`config.mk`:
```
export PLATFORM = sky130hd
export DESIGN_NAME = serial_addsub
export DESIGN_NICKNAME = d
export VERILOG_FILES = /design/src/rtl/serial_addsub_pkg.sv /design/src/rtl/serial_addsub_full_adder.sv /design/src/rtl/serial_addsub.sv
export SDC_FILE = /design/constraint.sdc
export NUM_CORES = 1
export LEC_CHECK = 0
export CORE_MARGIN = 2
export CORE_UTILIZATION = 55
export CTS_BUF_LIST = sky130_fd_sc_hd__clkbuf_4
export DETAILED_ROUTE_END_ITERATION = 8
export DONT_BUFFER_PORTS = 1
export HOLD_SLACK_MARGIN = 0.15
export PLACE_DENSITY = 0.69
export SYNTH_ARGS = -nofsm -noshare
export SYNTH_HDL_FRONTEND = slang
export SYNTH_SLANG_ARGS = --single-unit
```
`constraint.sdc`:
```
create_clock -name clk -period 2.3 [get_ports clk]
set_input_delay 0.23 -clock clk [delete_from_list [all_inputs] [get_ports clk]]
set_output_delay 0.23 -clock clk [all_outputs]
set_load 0.02 [all_outputs]
```
`src/rtl/serial_addsub_pkg.sv`:
```
`timescale 1ns/1ps
`default_nettype none
// ============================================================================
// serial_addsub_pkg : state encoding and counter sizing for serial_addsub
// Revision: 1.0
// ============================================================================
package serial_addsub_pkg;

    typedef enum logic [1:0] {
        IDLE  = 2'd0,
        SHIFT = 2'd1,
        DONE  = 2'd2
    } state_t;

    // Bit counter width for a given operand width (never narrower than 1 bit)
    function automatic int cnt_width(input int width);
        return (width > 1) ? $clog2(width) : 1;
    endfunction

    localparam int DEFAULT_WIDTH = 4;
    localparam int CNT_W         = cnt_width(DEFAULT_WIDTH);

endpackage
`default_nettype wire

```
`src/rtl/serial_addsub_full_adder.sv`:
```
`timescale 1ns/1ps
`default_nettype none
// ============================================================================
// full_adder_1bit : combinational one-bit full-adder cell
// Revision: 1.0
// ============================================================================
module full_adder_1bit (
    input  logic a,
    input  logic b,
    input  logic cin,
    output logic s,
    output logic cout
);

    assign s    = a ^ b ^ cin;
    assign cout = (a & b) | (a & cin) | (b & cin);

endmodule
`default_nettype wire

```
`src/rtl/serial_addsub.sv`:
```
`timescale 1ns/1ps
`default_nettype none
// ============================================================================
// serial_addsub : bit-serial add/subtract, one bit per clock, LSB first.
// Optional zero flag output enabled by SERIAL_ADDSUB_ZERO_FLAG_EN.
// Revision: 1.0
// ============================================================================
module serial_addsub #(
    parameter int WIDTH = 4
) (
    input  logic             clk,
    input  logic             rst,
    input  logic             start,
    input  logic [WIDTH-1:0] a,
    input  logic [WIDTH-1:0] b,
    input  logic             cin,
    input  logic             sub,
    output logic             busy,
    output logic             done,
    output logic [WIDTH-1:0] sum,
    output logic             cout,
    output logic             overflow
`ifdef SERIAL_ADDSUB_ZERO_FLAG_EN
    ,
    output logic             zero
`endif
);

    import serial_addsub_pkg::*;

    localparam int                 c_cnt_w = cnt_width(WIDTH);
    localparam logic [c_cnt_w-1:0] c_last  = c_cnt_w'(WIDTH - 1);

    state_t             r_state;
    state_t             w_next;
    logic [WIDTH-1:0]   r_a;
    logic [WIDTH-1:0]   r_b;
    logic [WIDTH-1:0]   r_shift;
    logic [WIDTH-1:0]   r_sum;
    logic [c_cnt_w-1:0] r_cnt;
    logic               r_carry;
    logic               r_cout;
    logic               r_ovf;
    logic               w_abit;
    logic               w_bbit;
    logic               w_s;
    logic               w_co;
    logic               w_last;
    logic [WIDTH-1:0]   w_shift_next;

    assign w_abit       = r_a[r_cnt];
    assign w_bbit       = r_b[r_cnt];
    assign w_last       = (r_cnt == c_last);
    assign w_shift_next = {w_s, r_shift[WIDTH-1:1]};

    full_adder_1bit u_fa (
        .a    (w_abit),
        .b    (w_bbit),
        .cin  (r_carry),
        .s    (w_s),
        .cout (w_co)
    );

    always_comb begin
        w_next = r_state;
        case (r_state)
            IDLE:    if (start) w_next = SHIFT;
            SHIFT:   if (w_last) w_next = DONE;
            DONE:    w_next = IDLE;
            default: w_next = IDLE;
        endcase
    end

    always_ff @(posedge clk) begin
        if (rst) begin
            r_state <= IDLE;
            r_a     <= '0;
            r_b     <= '0;
            r_shift <= '0;
            r_sum   <= '0;
            r_cnt   <= '0;
            r_carry <= 1'b0;
            r_cout  <= 1'b0;
            r_ovf   <= 1'b0;
        end else begin
            r_state <= w_next;
            case (r_state)
                IDLE: begin
                    if (start) begin
                        // Subtraction is a + ~b + ~borrow on the same adder
                        r_a     <= a;
                        r_b     <= b ^ {WIDTH{sub}};
                        r_carry <= cin ^ sub;
                        r_cnt   <= '0;
                    end
                end
                SHIFT: begin
                    r_carry <= w_co;
                    r_shift <= w_shift_next;
                    r_cnt   <= r_cnt + c_cnt_w'(1);
                    if (w_last) begin
                        // r_carry is still the carry into the MSB on this edge
                        r_sum  <= w_shift_next;
                        r_cout <= w_co;
                        r_ovf  <= r_carry ^ w_co;
                    end
                end
                default: ;
            endcase
        end
    end

`ifdef SERIAL_ADDSUB_ZERO_FLAG_EN
    logic r_zero;

    always_ff @(posedge clk) begin
        if (rst) begin
            r_zero <= 1'b0;
        end else if (r_state == SHIFT && w_last) begin
            r_zero <= (w_shift_next == '0);
        end
    end

    assign zero = r_zero;
`endif

    assign busy     = (r_state != IDLE);
    assign done     = (r_state == DONE);
    assign sum      = r_sum;
    assign cout     = r_cout;
    assign overflow = r_ovf;

endmodule
`default_nettype wire

```
==> impl_metrics.env <==
export IMPL_timing_setup_tns_ns=0
export IMPL_cts_max_path_buffers=2
export IMPL_crit_arrival_ns=2.18
export IMPL_grt_usage=0.1844
export IMPL_yosys_warnings=0
export IMPL_place_inst=101
export IMPL_worst_slew_margin_rel=0.3833
export IMPL_endpoint="r_b[2]"
export IMPL_power_density_cell_area_mw_per_mm2=719.1
export IMPL_setup_repair_after_global_routing_missed_its_margin="false"
export IMPL_p_total_mw=0.8143
export IMPL_gp_congestion=0.7301
export IMPL_synth_area_per_cell_sq_um=10.84
export IMPL_postSynthRegisterBits=22
export IMPL_setup_worst_path_end_class="flip-flop"
export IMPL_std_cell_rows=15
export IMPL_layout_worst_path_cycle_share=0.8339
export IMPL_vdd_ir_drop_max_v=0.0007030
export IMPL_rr_startpoint="r_state[1]"
export IMPL_critPathRequiredTime_ns=2.57
export IMPL_synth_net_count=105
export IMPL_fp_coreArea_sq_mm=0.001689
export IMPL_setup_worst_path_start_class="flip-flop"
export IMPL_clock_fmax_mhz=521.4
export IMPL_cap_viol_max_count=0
export IMPL_grt_start_max_net_pins=23
export IMPL_ys_types=22
export IMPL_first_global_vias=606
export IMPL_num_vias=636
export IMPL_drt_initial_drc_count=5
export IMPL_cts_resized=0
export IMPL_routed_wire_length_per_instance_um=13.90
export IMPL_synth_top_cell_by_area="dfxtp_1"
export IMPL_path_clk_slew_ns=0.12
export IMPL_worst_hold_path_type="in -> reg"
export IMPL_first_pass_iters=4
export IMPL_timing_final_hold_violations=0
export IMPL_detailedPlacementHpwl_mm=1.090
export IMPL_fp_dieArea_sq_mm=0.002128
export IMPL_reg2regPathDepth=4
export IMPL_finalSetupViolCount=0
export IMPL_slew_viols_final=0
export IMPL_global_route_overflow_total=0
export IMPL_worst_hold_slack_ns=0.2612
export IMPL_critical_path_peak_fanout=13
export IMPL_initial_utilization=0.5778
export IMPL_outcome="finished, final reports clean"
export IMPL_synth_cells=90
export IMPL_worstSkewPairLatency_ns=0.31
export IMPL_antenna_cells_inserted=0
export IMPL_synth_largest_type_area_fraction=0.4513
export IMPL_die_height_um=46.13
export IMPL_port_buffers=0
export IMPL_critPathLaunch="r_state[1]"
export IMPL_ctsRootBufferMaster="clkbuf_4"
export IMPL_die_width_um=46.13
export IMPL_viasPerCell=5.436
export IMPL_reg2reg_slack_ns=0.38
export IMPL_final_nets=116
export IMPL_post_route_cells_drive_above_1_share=0.1300
export IMPL_post_route_min_period_ns=1.918
export IMPL_skew_ns=0.003641
export IMPL_route_final_wire_length_mm=1.626
export IMPL_grt_pass1_wl_mm=2.670
export IMPL_worstReg2RegEnd="r_b[2]"
export IMPL_worst_pin_slew_ns=0.9221
export IMPL_critical_path_class="reg -> reg"
export IMPL_cts_made_buffers=3
export IMPL_seq_area_frac_synth=0.4513
export IMPL_detail_route_drc_violations=0
export IMPL_final_fill_count=140
export IMPL_synthesized_cell_area_sq_um=975.9
export IMPL_num_io_pins=21
export IMPL_leakage_nw=0.4223
export IMPL_area_growth_pct=16.03
export IMPL_drt_antenna_violating_nets=0
export IMPL_post_cts_buffers=0
export IMPL_cts_htree_levels=1
export IMPL_post_layout_nonfiller_instances=117
export IMPL_cts_tree="done"
export IMPL_yosys_top_cells_area="dfxtp_1 45%, mux2i_1 11%, a211oi_2 7.7%"
export IMPL_antenna_found_initial=0
export IMPL_clkSinkCount=22
-- flip-flops by register name, indices dropped and copies added, names as in the netlist, 2 cells and up --
name / flops
r_shift: 3
r_state: 2
sum: 4
r_cnt: 2
r_a: 4
r_b: 4
-- stage by stage --
step | util | worst slack [ns] | cell area, sq um
2_1_floorplan | - | 0.5629 | 975.9
3_3_place_gp | 0.5681 | 0.5417 | 959.7
3_5_place_dp | 0.5681 | 0.4581 | 959.7
4_1_cts | 0.6704 | 0.3510 | 1132
5_1_grt | 0.6704 | 0.2200 | 1132
6_report | 0.6704 | 0.3821 | 1132
-- report_power, final --
group          switching [mW]  internal [mW]  total (mW)  leakage (nW)
sequential             0.0140          0.398       0.412         0.180
combinational          0.0466         0.0562       0.103         0.215
clock                   0.123          0.176       0.299        0.0279
-- synthesized netlist by cell type --
| cell | n |
|---|---|
| a222oi_1 | 1 |
| buf_4 | 2 |
| o21bai_1 | 1 |
| mux4_2 | 2 |
| fa_1 | 1 |
| xnor2_1 | 5 |
| nor2b_1 | 3 |
| nor2_1 | 20 |
| ha_1 | 1 |
| mux2i_1 | 11 |
| dfxtp_1 | 22 |
| a211oi_1 | 2 |
| buf_6 | 1 |
| a211oi_2 | 6 |
| clkbuf_1 | 2 |
| or2_1 | 1 |
| and3b_1 | 1 |
| inv_1 | 4 |
| xor2_1 | 1 |
| a22oi_1 | 1 |
| buf_1 | 1 |
| nor3b_4 | 1 |
-- logic make-up after synthesis --
family,count (synthesis),synth area share
AOI/OAI and AO/OA,11,0.1179
muxes,13,0.1590
adders and majority gates,2,0.03333
DFF,22,0.4513
xor gates and xnor gates,6,0.05385
buffers and inverters,10,0.05384
and+or+nand+nor,26,0.1308
-- layout make-up --
class	count	area, sq um	share of cell area
timing repair buffer	12	120.1	0.1061
inverter	4	15.01	0.01326
tap	17	21.27	0.01878
clock inverter	1	30.03	0.02652
multi-input combinational	58	483.0	0.4265
clock buffer	3	22.52	0.01989
sequential	22	440.4	0.3889
-- worst max-delay path, cell delays in order (launching register included) --
cell and delay (ns):
dfxtp_1 0.38, nor3b_4 0.62, nor2_1 0.11, a211oi_2 0.20
dlygate4sd3_1 0.56
-- layer usage --
layer  GRT usage  share of wire
met1      0.2266           0.47
met2      0.2889           0.47
met3     0.08627          0.050
met4     0.05143         0.0074
met5           0              0
-- worst min-delay path by stage --
stage | from | endpoint | slack [ns] | cells past startpoint
finish | start | r_state[0] | 0.26 | 2
global route | start | r_cnt[1] | 0.27 | 3
CTS | start | r_state[0] | 0.24 | 2
detailed placement | rst | sum[3] | 0.30 | 1
global placement | rst | r_b[0] | 0.30 | 1
floorplan | rst | r_state[1] | 0.30 | 1
-- timing repair --
item | CTS | global route
hold buffers | 12 | 0
setup endpoints to repair | 0 | 0
endpoints found under the hold margin | 22 | 0
-- cells in the final DEF, fill, tap and decap left out, types with 2 or more instances in the layout --
cell type      Yosys  final
inv_1              4      4
mux2i_1           11     11
a211oi_1           2      2
dfxtp_1           22     22
mux4_2             2      2
nor2_1            20     20
dlygate4sd3_1      0     12
xnor2_1            5      5
nor2b_1            3      3
a211oi_2           6      6
clkbuf_4           0      3
(Power assumes the default switching activity.)
